<file path="config.mk">
export PLATFORM = sky130hd
export DESIGN_NAME = cam_capture_ctrl
export DESIGN_NICKNAME = d
export VERILOG_FILES = /design/src/rtl/cam_capture_ctrl.sv
export SDC_FILE = /design/constraint.sdc
export NUM_CORES = 1
export LEC_CHECK = 0
export ABC_AREA = 0
export CAP_MARGIN = 20
export CORE_ASPECT_RATIO = 0.7
export CORE_MARGIN = 8
export CORE_UTILIZATION = 53
export CTS_CLUSTER_DIAMETER = 50
export DETAILED_ROUTE_END_ITERATION = 8
export PLACE_DENSITY = 0.77
export SYNTH_ARGS = -nofsm -noshare
export SYNTH_HDL_FRONTEND = slang
export SYNTH_SLANG_ARGS = --single-unit
</file>
<file path="constraint.sdc">
create_clock -name CAM_pclk -period 2.5 [get_ports CAM_pclk]
set_clock_uncertainty 0.1 [all_clocks]
set_input_delay 0.5 -clock CAM_pclk [delete_from_list [all_inputs] [get_ports CAM_pclk]]
set_output_delay 0.5 -clock CAM_pclk [all_outputs]
set_load 0.02 [all_outputs]
</file>
<file path="src/rtl/cam_capture_ctrl.sv">
// Frame-capture sequencer: VSYNC-aligned arming, frame-buffer write
// addressing and line/frame geometry checks for the OV camera path.
module cam_capture_ctrl #(
    parameter int AW          = 15,
    parameter int IMG_W       = 160,
    parameter int IMG_H       = 120,
    parameter int SKIP_FRAMES = 1
) (
    input  logic          CAM_pclk,
    input  logic          rst,
    input  logic          CAM_vsync,
    input  logic          CAM_href,
    input  logic          px_we,
    input  logic          start,
    input  logic          cont,
    input  logic          stop,
    input  logic          abort,
    output logic          ram_we,
    output logic [AW-1:0] ram_addr,
    output logic          busy,
    output logic          done,
    output logic [7:0]    frame_cnt,
    output logic          err_width,
    output logic          err_height,
    output logic          err_ovf
);
    localparam logic [AW-1:0] NPIX = AW'(IMG_W * IMG_H);

    typedef enum logic [2:0] {
        IDLE, WAIT_VS, SKIP, CAPTURE, DONE
    } state_t;

    state_t state, state_d;

    logic        vsync_q, href_q, cont_r, stop_pend;
    logic [7:0]  skip_cnt;
    logic [15:0] px_cnt, line_cnt;
    logic        vs_fall, vs_rise, h_fall, in_cap, room;
    logic [16:0] eff;

    assign vs_fall = vsync_q & ~CAM_vsync;
    assign vs_rise = ~vsync_q & CAM_vsync;
    assign h_fall  = href_q & ~CAM_href;
    assign in_cap  = (state == CAPTURE);
    assign room    = (ram_addr < NPIX);
    assign ram_we  = in_cap & px_we & room;
    assign busy    = (state != IDLE);
    assign done    = (state == DONE);
    // A strobe coinciding with the line end still belongs to that line
    assign eff     = {1'b0, px_cnt} + {16'd0, px_we};

    always_ff @(posedge CAM_pclk or posedge rst) begin
        if (rst) state <= IDLE;
        else     state <= state_d;
    end

    always_comb begin
        state_d = state;
        unique case (state)
            IDLE: begin
                if (start) state_d = WAIT_VS;
            end
            WAIT_VS: begin
                if (abort)        state_d = IDLE;
                else if (stop)    state_d = DONE;
                else if (vs_fall) state_d = (skip_cnt != 8'd0) ? SKIP : CAPTURE;
            end
            SKIP: begin
                if (abort)        state_d = IDLE;
                else if (stop)    state_d = DONE;
                else if (vs_rise) state_d = WAIT_VS;
            end
            CAPTURE: begin
                if (abort) state_d = IDLE;
                else if (vs_rise)
                    state_d = (!cont_r || stop_pend || stop) ? DONE : WAIT_VS;
            end
            DONE:    state_d = IDLE;
            default: state_d = IDLE;
        endcase
    end

    always_ff @(posedge CAM_pclk or posedge rst) begin
        if (rst) begin
            vsync_q    <= 1'b0;
            href_q     <= 1'b0;
            cont_r     <= 1'b0;
            stop_pend  <= 1'b0;
            skip_cnt   <= 8'd0;
            px_cnt     <= 16'd0;
            line_cnt   <= 16'd0;
            ram_addr   <= '0;
            frame_cnt  <= 8'd0;
            err_width  <= 1'b0;
            err_height <= 1'b0;
            err_ovf    <= 1'b0;
        end else begin
            vsync_q <= CAM_vsync;
            href_q  <= CAM_href;

            if (state == IDLE && start) begin
                cont_r     <= cont;
                frame_cnt  <= 8'd0;
                err_width  <= 1'b0;
                err_height <= 1'b0;
                err_ovf    <= 1'b0;
                stop_pend  <= 1'b0;
                skip_cnt   <= 8'(SKIP_FRAMES);
            end

            if (state == SKIP && state_d == WAIT_VS)
                skip_cnt <= skip_cnt - 8'd1;

            if (state == WAIT_VS && state_d == CAPTURE) begin
                ram_addr <= '0;
                px_cnt   <= 16'd0;
                line_cnt <= 16'd0;
            end

            if (in_cap && !abort) begin
                if (stop) stop_pend <= 1'b1;

                if (px_we) begin
                    if (room) ram_addr <= ram_addr + 1'b1;
                    else      err_ovf  <= 1'b1;
                end

                if (h_fall) begin
                    if (eff != 17'(IMG_W)) err_width <= 1'b1;
                    px_cnt <= 16'd0;
                    if (line_cnt != 16'hFFFF) line_cnt <= line_cnt + 16'd1;
                end else if (px_we && px_cnt != 16'hFFFF) begin
                    px_cnt <= px_cnt + 16'd1;
                end

                if (vs_rise) begin
                    if (line_cnt != 16'(IMG_H)) err_height <= 1'b1;
                    frame_cnt <= frame_cnt + 8'd1;
                end
            end
        end
    end
endmodule

</file>
# == After elaboration in Yosys (flattened, before gate mapping) ==
# Cells that the tools add are included.
# word_totals
output_inout_bits,29
elab_cells,95
in_bits,9
regBits,73
# classes
n_lt_le_gt_ge,1
add_sub_neg,6
n_reduce_logical,13
bitwise_logic,8
mux,44
eq_ne,10
# ops
operator,count
2-to-1 mux 16 bit,8
2-to-1 mux 15 bit,4
2-to-1 mux 8 bit,5
"adder 16 x 1 -> 16 bit, second input constant",2
"!= test 16 bit, second input constant",2
2-to-1 mux 3 bit,10
adder 16 x 1 -> 17 bit,1
"!= test 17 x 8 -> 1 bit, second input constant",1
2-to-1 mux 1 bit,16
"!= test 16 x 7 -> 1 bit, second input constant",1
"adder 15 x 1 -> 15 bit, second input constant",1
"< comparator 15 bit, second input constant",1
case mux 3 bit (4 select lines),1
"equality test 3 x 2 -> 1 bit, second input constant",3
"adder 8 x 1 -> 8 bit, second input constant",1
nonzero test 8 bit,1
"subtractor 8 x 1 -> 8 bit, second input constant",1
"equality test 3 x 1 -> 1 bit, second input constant",2
bitwise AND 1 bit,5
logical AND 1 bit,5
"equality test 3 bit, second input constant",1
logical NOT 3 bit,1
inverter 1 bit,3
nonzero test 3 bit,1
other kinds (3),5

# == Logic depth before layout (Yosys ltp) ==
# Gate-level depths: netlist of the first run.
# logic_depth
depth_word,13
ltp_mapped,7
depth_no_buf,7

# == Least setup slack after synthesis of the first run ==
# No wires, ideal clock.
# synth_timing
kind,reg-to-output
start,register ram_addr[8]
end,output port ram_we
path_buffers,1
arrival_time_ps,2325
setup_slack_ps,-425
t_required_ps,1900
path_stages_with_launch,5
path_cell_list,dfrtp_1 buf_2 a21o_1 a211o_4 a2111oi_0
# synth_between
elab_chain_len,2
# synth_rtl
item,line_no,rtl
start: declaration,19,"output logic [AW-1:0] ram_addr,"
start signal: assignment,124,if (room) ram_addr <= ram_addr + 1'b1;
< comparator 15 bit,45,assign room = (ram_addr < NPIX);
bitwise AND 1 bit,46,assign ram_we = in_cap & px_we & room;
end: declaration,18,"output logic ram_we,"
# Every way passes these cells.

# == Worst setup path after layout of the first run ==
# Ends and elaborated chain as after synthesis.

==> results.ini, run 1 <==
[yosys]
yosys.area_share.simple_pct = 27.6
syn_avg_cell_area_sq_um = 9.10
synth_ff_type = dfrtp_1
synth_edf_count = 0
muxShareOfSynthArea_pct = 2.72
synth_seq_cells = 73
synth_top_family_by_area = simple AND/OR/NAND/NOR gates
synth_nets = 518
synth_fa_ha_area_share_pct = 2.48
yosys_warnings = 0
syn_area_sq_um = 4550
synth-compound-area-share_pct = 20.5
yosys.area_share.xor_xnor_pct = 2.70
synthArstFlopShare_pct = 100
synth-seq-area-share_pct = 40.2
synthCells = 500
synth.distinct_cells = 72

[clock_network]
clock_latency_ns = 0.34
clockBufferDepth = 2
cts_num_sinks = 73
root_buffer = clkbuf_16
htreeDepth = 3
cts_tree = yes
cts_hold_buf = 0
numCtsBuffers = 9
clk_pin_slew_ns = 0.06

[setup_path]
critPathBufInv = 1
crit_arrival_ns = 1.83
worstPathRequired_ns = 1.90
cp-end-kind = output port
path_cells = a21o_1, a211o_4, a2111oi_4, buf_4
critPathLaunchType = flop
crit_fanout = 2
critPathSlowestCell = dfrtp_1
criticalPathCategory = flop to output port
cpPeakStageDelay_ns = 0.38
crit_family = compound AO/OA/AOI/OAI gates

[pwr]
p_int_mw = 2.23
power.leakage_nw = 2.47
p_sw_share_pct = 23.5
clock_power_share_pct = 47.6
comb_power_share_pct = 9.2
p_per_area_nw_per_um2 = 514
ir_drop_uv = 522
seqPwrFrac_pct = 43.2
switchingPower_mw = 0.684
power_mw = 2.91

[grt]
grt_usage_pct = 21.4
grt_pass1_wl_um = 20500
grt_pass1_vias = 4162
grt_overflow = 0
antenna_found_initial = 0
grt_max_degree = 47

[floorplanning]
start_util_pct = 54.1
rows = 28
die_area_sq_um = 11900
die_h_um = 93.5
top_level_ports = 38
core-area_sq_um = 8410
die_w_um = 127

[finish]
diodes = 0
layout.nets = 592
layout-drive-gt1-share_pct = 16.2
fin_util_pct = 67.3
nFillCells = 662
area_growth_syn_to_layout_pct = 24.4

[hold_path]
hold_class = input pin to async pin

[drt]
vias = 4306
routed_wl_um = 12300
avgRoutedWirePerCell_um = 18.0
ant_nets = 0
via_per_inst = 6.30
first_pass_iters = 6
route.detailed.drc = 0
drt_iter0_markers = 382

[timing]
period_needed_ns = 2.43
finalMaxSlewViolations = 0
rsz0062_at_grt = false
setup_violations = 0
fmax_ghz = 0.411
finalCritPeriodShare_pct = 97.2
worstMarginPinSlew_ns = 0.671
hold_viol = 0
relSlewSlack_pct = 55.0

[placement]
gp_routability_congestion = 0.902
dpl.hpwl_um = 8830
port_buffers = 37

[run_status]
status = finished, final reports clean

[flow_run]
drv_cap = 0

-- per-stage QoR --
stage                     worst slack [ns]  std cells  area [sq um]  hold slack (ns)  TNS, ns
after detailed placement            -0.229        668          5320            0.362   -0.700
after global placement              -0.203        668          5320            0.357   -0.447
final                               0.0691        684          5660            0.336        0
after floorplan                     0.0467        500          4560            0.341        0
after global routing                0.0104        684          5660            0.362        0
after CTS                           0.0114        684          5630            0.337        0
-- cell usage in the layout (no fill, tap or decap), drive strengths merged, types with 6 or more instances in the layout --
cell / synthesis / layout
and3: 9 / 9
nand3: 30 / 30
dfrtp: 73 / 73
xnor2: 6 / 6
inv: 16 / 16
xor2: 8 / 8
a32oi: 6 / 6
nor4: 10 / 10
clkdlybuf4s50: 0 / 36
a211o: 8 / 8
a22o: 7 / 7
nor2: 32 / 32
o21ai: 35 / 35
clkbuf: 7 / 11
mux2i: 9 / 9
ha: 9 / 9
buf: 15 / 49
nor2b: 6 / 6
o31ai: 7 / 7
nor3: 22 / 22
nor3b: 6 / 6
a21oi: 21 / 21
nand2: 60 / 60
nand4: 18 / 18
a31oi: 10 / 10
-- sequential cells by signal (all words and copies together) (netlist names) --
register / count
cont_r: 1
err_height: 1
err_ovf: 1
err_width: 1
frame_cnt: 8
href_q: 1
line_cnt: 16
px_cnt: 16
ram_addr: 15
skip_cnt: 8
state: 3
stop_pend: 1
vsync_q: 1
-- per-layer routing --
layer  up-vias  GRT usage, %  routed length, um
met5         -             0                  0
met1      2090          29.2               5700
met4         0          6.90                197
met2       157          32.6               5530
li1       2041             -                  -
met3        18          5.80                866
-- worst paths after layout --
check | from | to | slack [ns] | cells past startpoint
hold reg to reg | stop_pend$_DFF_PP0_ | stop_pend$_DFF_PP0_ | 0.38 | 2
min in group CAM_pclk | stop_pend$_DFF_PP0_ | stop_pend$_DFF_PP0_ | 0.38 | 2
max in group asynchronous | rst | line_cnt[14]$_DFF_PP0_ | 1.42 | 3
setup reg to reg | line_cnt[0]$_DFF_PP0_ | line_cnt[13]$_DFF_PP0_ | 0.17 | 6
hold / removal | rst | line_cnt[0]$_DFF_PP0_ | 0.34 | 2
setup / recovery | ram_addr[8]$_DFF_PP0_ | ram_we | 0.07 | 4
-- layout make-up --
| cell class | count | area (sq um) | area share (%) |
|---|---|---|---|
| multi-input combinational | 389 | 2580 | 45.6 |
| clock buffer | 11 | 243 | 4.29 |
| clock inverter | 5 | 78.8 | 1.39 |
| sequential | 73 | 1830 | 32.3 |
| tap | 105 | 131 | 2.32 |
| timing repair buffer | 85 | 741 | 13.1 |
| inverter | 16 | 60.1 | 1.06 |
-- synth_stat cells, types with 6 or more instances --
cell type / n / area [sq um]
xor2_1: 8 / 70.1
nor2_1: 31 / 116
mux2i_1: 9 / 90.1
buf_2: 10 / 50.1
nor4_1: 10 / 62.6
a32oi_1: 6 / 52.6
xnor2_1: 6 / 52.6
inv_1: 16 / 60.1
a21oi_1: 20 / 100
nor3_1: 18 / 90.1
and3_1: 9 / 56.3
o21ai_0: 34 / 170
a31oi_1: 10 / 62.6
nand3_1: 30 / 150
nand2_1: 57 / 214
dfrtp_1: 73 / 1830
ha_1: 9 / 113
a211o_1: 7 / 61.3
a22o_1: 7 / 61.3
nor2b_1: 6 / 37.5
nor3b_1: 6 / 45.0
clkbuf_1: 6 / 22.5
o31ai_1: 7 / 52.6
nand4_1: 17 / 106
-- timing repair --
action / CTS / global route
buffers inserted: 0 / 0
endpoints found under the setup margin: 1 / 2
resized for setup: 5 / 5
-- power groups by stage --
stage,sequential [mW],combinational [mW],clock [mW]
6_report,1.26,0.267,1.39
5_1_grt,1.26,0.290,1.46
4_1_cts,1.25,0.264,1.42
3_5_place_dp,1.28,0.260,0
3_3_place_gp,1.27,0.253,0
2_1_floorplan,1.27,0.153,0
-- kinds of logic (layout without fill, tap and decap cells) --
logic type      Yosys count  after routing
simple gates            224            224
compound gates          130            130
flops                    73             73
buf+inv                  38            117
xor+xnor                 14             14
mux                      12             12
fa+ha+maj                 9              9
No activity file was read; power rests on OpenSTA's default activity.
==> run 2, diff against run 1 <==
CORE_ASPECT_RATIO = 2   (was 0.7)
CORE_UTILIZATION = 59   (was 53)
PLACE_DENSITY = 0.81   (was 0.77)
clock period = 2.4 ns   (was 2.5 ns; I/O delays follow)
==> run 2 against run 1 <==
  * Register-to-register slack got worse by 0.04 ns
  * Sequential cell count stayed put
  * Core utilization is 9.9 points higher
  * Die area fell by 7.6%
  * Cell count up 0.88%
  * Hold slack better by 0.051 ns
  * Final area is 3.0% higher
  * Sequential power increased by 4%
  * Critical path type unchanged
  * Highest routed layer unchanged
==> results.ini, run 2 (same netlist as run 1, synthesis figures left out) <==
[floorplanning]
die_w_um = 78.1  ; -38%
rows = 45  ; +61%
top_level_ports = 38  ; unchanged
die_h_um = 140  ; +50%
die_area_sq_um = 10900  ; -7.6%
start_util_pct = 60.3  ; +6.2 points
core-area_sq_um = 7540  ; -10%

[setup_path]
reg2reg_to = px_cnt[14]$_DFF_PP0_
worstPathRequired_ns = 1.82  ; -0.08 ns
crit_arrival_ns = 1.77  ; -0.06 ns
worstRegToRegCells = 6  ; unchanged
reg2reg_from = px_cnt[0]$_DFF_PP0_
crit_fanout = 2  ; unchanged
cp-end-kind = output port
criticalPathCategory = flop to output port
ff2ff_setup_slack_ns = 0.13  ; -0.04 ns
critPathLaunchType = flop
cp-startpoint = ram_addr[8]$_DFF_PP0_

[finish]
area_growth_syn_to_layout_pct = 28.1
final_cells = 690  ; +0.88%
layout.nets = 609  ; +2.9%
mostFrequentLayoutCells = dfrtp_1, buf_4, nand2_1, clkdlybuf4s50_1, o21ai_0
final_common_cell = dfrtp_1
reg.largest.list = line_cnt: 16 flops, px_cnt: 16 flops, ram_addr: 15 flops
layout-drive-gt1-share_pct = 19.3  ; +3.1 points
diodes = 0  ; unchanged
design_area_sq_um = 5830  ; +3.0%

[timing]
worstMarginPinSlew_ns = 0.678  ; +0.00625 ns
finalSetupTns_ns = 0  ; unchanged
relSlewSlack_pct = 54.6  ; -0.42 points
hold_viol = 0  ; unchanged
finalMaxSlewViolations = 0  ; unchanged
rsz0062_at_grt = true
fin_ws_ns = 0.0476  ; -0.0214 ns
setup_violations = 0  ; unchanged
fmax_ghz = 0.425
finalCritPeriodShare_pct = 98.0
period_needed_ns = 2.35

[hold_path]
hold_class = flop to flop
hold_start = stop_pend$_DFF_PP0_
min_delay_path_depth = 2
hold-path-endpoint = stop_pend$_DFF_PP0_

[placement]
dpl.hpwl_um = 10000  ; +13%
dp.cells = 674  ; +0.90%
port_buffers = 37  ; unchanged
gp_routability_congestion = 0.946  ; +4.9%
place_area_sq_um = 5460  ; +2.7%
pre_cts_slack_ns = -0.237  ; -0.00797 ns

[pwr]
comb_power_share_pct = 9.2  ; about the same
ir_drop_uv = 690  ; +32%
p_sw_share_pct = 23.7  ; +0.25 points
power.leakage_nw = 2.59  ; +4.8%
p_int_mw = 2.35  ; +5.5%
clock_power_share_pct = 48.3  ; +0.7 points
p_per_area_nw_per_um2 = 529  ; +2.8%
seqPwrFrac_pct = 42.5  ; -0.7 points
switchingPower_mw = 0.731  ; +6.9%

[drt]
avgRoutedWirePerCell_um = 19.8  ; +9.9%
drt_iter0_markers = 353  ; -7.6%
routed_wl_um = 13600  ; +11%
via_per_inst = 6.58  ; +4.5%
route.detailed.drc = 0  ; unchanged
vias = 4538  ; +5.4%
ant_nets = 0  ; unchanged
first_pass_iters = 5  ; -1

[clock_network]
numCtsBuffers = 9  ; unchanged
cts_num_sinks = 73  ; unchanged
cts_tree = yes
root_buffer = clkbuf_16
clockBufferDepth = 2  ; unchanged
clock_latency_ns = 0.34  ; about the same
htreeDepth = 3  ; unchanged
clk_pin_slew_ns = 0.06  ; about the same

[grt]
grt_pass1_vias = 4520  ; +8.6%
grt_pass1_wl_um = 21900  ; +6.6%
grt_overflow = 0  ; unchanged
grt_usage_pct = 25.2  ; +3.7 points
grt_max_degree = 31  ; -34%
antenna_found_initial = 0  ; unchanged

[flow_run]
drv_cap = 0  ; unchanged

[run_status]
status = finished, final reports clean

## run 2: cell type report
cell class	instances	area (sq um)
inverter	16	63.8
clock inverter	5	77.6
multi-input combinational	389	2590
clock buffer	11	253
timing repair buffer	102	896
fill	540	1720
tap	94	118
sequential	73	1830
## run 2: metal layers
metal,GRT usage (%),vias up,wire (um)
met2,46.7,172,7500
met5,0,-,0
met1,24.7,2253,4970
met4,14.3,0,612
met3,4.87,46,551
li1,-,2067,-
## run 2: worst max-delay path: stages (launching register included)
cell and delay, ns:
dfrtp_1 0.38, a21o_1 0.19, a211o_4 0.35, a2111oi_4 0.31, buf_4 0.20
## run 2: through the flow
stage / utilization, % / total power, mW / hold slack [ns]
after floorplan: - / 1.48 / 0.341
after global placement: 72.3 / 1.59 / 0.362
after detailed placement: 72.3 / 1.61 / 0.374
after CTS: 76.8 / 3.08 / 0.392
after global routing: 77.2 / 3.15 / 0.405
final: 77.2 / 3.08 / 0.387
## run 2: worst max path at each step
stage                                      to  slack [ns]
after floorplan                        ram_we        0.01
after global placement    err_width$_DFF_PP0_       -0.17
after detailed placement  err_width$_DFF_PP0_       -0.24
after CTS                              ram_we       0.006
after global routing      err_width$_DFF_PP0_       -0.02
final                                  ram_we        0.05
## run 2: power by group through the flow
stage               Combinational (mW)  Clock, mW  Sequential [mW]
finish                           0.284       1.49             1.31
global route                     0.309       1.53             1.31
CTS                              0.280       1.49             1.31
detailed placement               0.278          0             1.33
global placement                 0.268          0             1.33
floorplan                        0.160          0             1.32
## run 2: repair_timing
action / in CTS / in global routing
resized for setup: 7 / 7
hold buffers: 0 / 0
pin swaps: 1 / 1
setup buffers: 0 / 0
endpoints found under the setup margin: 1 / 6
==> run 3, diff against run 2 <==
CORE_UTILIZATION = 50   (was 59)
PLACE_DENSITY = 0.7   (was 0.81)
==> run 3 against run 2 <==
  * Via count decreased by 4.7%
  * Non-clock buffer count decreased by 8
  * Clock power decreased by 7%
==> results.ini, run 3 (same netlist as run 1, synthesis figures left out) <==
[placement]
gp_routability_congestion = 0.942  ; -0.37%
pre_cts_slack_ns = -0.265  ; -0.0274 ns
dpl.hpwl_um = 9740  ; -2.6%
port_buffers = 37  ; unchanged

[floorplanning]
die_w_um = 83.5  ; +6.9%
core-area_sq_um = 8950  ; +19%
start_util_pct = 50.8  ; -9.5 points
die_area_sq_um = 12600  ; +15%
rows = 49  ; +8.9%
top_level_ports = 38  ; unchanged
die_h_um = 151  ; +7.6%

[grt]
antenna_found_initial = 0  ; unchanged
grt_max_degree = 49  ; +58%
grt_overflow = 0  ; unchanged
grt_pass1_vias = 4478  ; -0.93%
grt_pass1_wl_um = 21500  ; -1.8%
grt_usage_pct = 20.6  ; -4.5 points

[finish]
mostFrequentLayoutCells = dfrtp_1, nand2_1, buf_4, clkdlybuf4s50_1, o21ai_0
nFillCells = 751  ; +39%
fin_util_pct = 64.0  ; -13 points
reg.largest.list = line_cnt: 16 flops, px_cnt: 16 flops, ram_addr: 15 flops
final_common_cell = dfrtp_1
regArea_sq_um = 1830  ; about the same
layout.nets = 601  ; -1.3%
area_growth_syn_to_layout_pct = 26.0
multi_input_area_sq_um = 2600  ; +0.14%
layout-drive-gt1-share_pct = 18.2  ; -1.1 points
diodes = 0  ; unchanged

[clock_network]
clockBufferDepth = 2  ; unchanged
clock_latency_ns = 0.33  ; about the same
root_buffer = clkbuf_16
clk_pin_slew_ns = 0.06  ; about the same
post_cts_buffers = 0  ; unchanged
numCtsBuffers = 9  ; unchanged
htreeDepth = 3  ; unchanged
cts_tree = yes
cts_num_sinks = 73  ; unchanged

[pwr]
p_per_area_nw_per_um2 = 517  ; -2.1%
power_mw = 2.97  ; -3.7%
power.leakage_nw = 2.51  ; -3.1%
ir_drop_uv = 492  ; -29%

[hold_path]
hold_class = input pin to async pin

[drt]
avgRoutedWirePerCell_um = 18.5  ; -6.3%
ant_nets = 0  ; unchanged
first_pass_iters = 5  ; unchanged
routed_wl_um = 12800  ; -6.3%
drt_iter0_markers = 225  ; -36%
vias = 4324  ; -4.7%
route.detailed.drc = 0  ; unchanged
via_per_inst = 6.27  ; -4.7%

[setup_path]
cp-startpoint = px_we
crit_fanout = 5  ; +3
criticalPathCategory = input pin to flop
ff2ff_setup_slack_ns = 0.20  ; +0.07 ns
critPathLaunchType = input pin
reg2reg_from = line_cnt[0]$_DFF_PP0_
worstPathRequired_ns = 2.50  ; +0.68 ns
crit_arrival_ns = 2.41  ; +0.64 ns
cp-end-kind = flop
endpoint = err_width$_DFF_PP0_
worstRegToRegCells = 7  ; +1
reg2reg_to = line_cnt[10]$_DFF_PP0_

[timing]
finalSetupTns_ns = 0  ; unchanged
period_needed_ns = 2.31  ; -0.0448 ns
fin_ws_ns = 0.0924  ; +0.0448 ns
finalMaxSlewViolations = 0  ; unchanged
setup_violations = 0  ; unchanged
finalCritPeriodShare_pct = 96.1  ; -1.9 points
hold_viol = 0  ; unchanged
worstMarginPinSlew_ns = 0.653  ; -0.0244 ns
rsz0062_at_grt = true
hold_ws_ns = 0.365  ; -0.0218 ns
relSlewSlack_pct = 56.3  ; +1.6 points
fmax_ghz = 0.433  ; +1.9%

[run_status]
status = finished, final reports clean

[flow_run]
drv_cap = 0  ; unchanged

[run 3: where the power goes]
part / leakage [nW] / internal (mW) / switching, mW
combinational: 1.37 / 0.119 / 0.159
clock: 0.153 / 0.889 / 0.490
sequential: 0.989 / 1.27 / 0.0429
total: 2.51 / 2.27 / 0.692
[run 3: through the flow]
stage | std cells | instance area, sq um
floorplan | 500 | 4560
global placement | 674 | 5380
detailed placement | 674 | 5380
CTS | 690 | 5700
global route | 690 | 5730
finish | 690 | 5730
[run 3: routing by layer]
metal | vias to the layer above | share of wire (%) | GRT usage, %
met5 | - | 0 | 0
met4 | 0 | 5.7 | 14.3
met3 | 48 | 3.5 | 3.18
met2 | 125 | 54 | 38.1
met1 | 2101 | 36 | 20.6
li1 | 2050 | - | -
[run 3: worst min path at each step]
stage / start / to / slack [ns] / depth (start not counted)
floorplan: stop_pend$_DFF_PP0_ / stop_pend$_DFF_PP0_ / 0.34 / 2
global placement: stop_pend$_DFF_PP0_ / stop_pend$_DFF_PP0_ / 0.36 / 2
detailed placement: frame_cnt[7]$_DFF_PP0_ / frame_cnt[7]$_DFF_PP0_ / 0.37 / 1
CTS: rst / skip_cnt[7]$_DFFE_PP0P_ / 0.37 / 2
global route: rst / frame_cnt[0]$_DFF_PP0_ / 0.39 / 2
finish: rst / skip_cnt[7]$_DFFE_PP0P_ / 0.37 / 2
[run 3: critical path: stages]
cell and delay [ns]:
clkdlybuf4s50_1 0.51, ha_1 0.23, ha_1 0.21, nand3_2 0.15, o32ai_1 0.32, a32oi_1 0.10
nor4b_2 0.30, a21oi_1 0.11
[run 3: final cells by class]
class / count / area share (%)
Inverter: 16 / 1.11
Clock buffer: 14 / 4.78
Tap cell: 102 / 2.23
Timing Repair Buffer: 94 / 14.1
Sequential cell: 73 / 31.9
Clock inverter: 2 / 0.611
Multi-Input combinational cell: 389 / 45.3
[run 3: repair_timing]
action,4_1_cts,5_1_grt
endpoints found under the hold margin,0,0
endpoints found under the setup margin,1,6
pin swaps,0,2
hold buffers,0,0
gates resized for setup,7,8
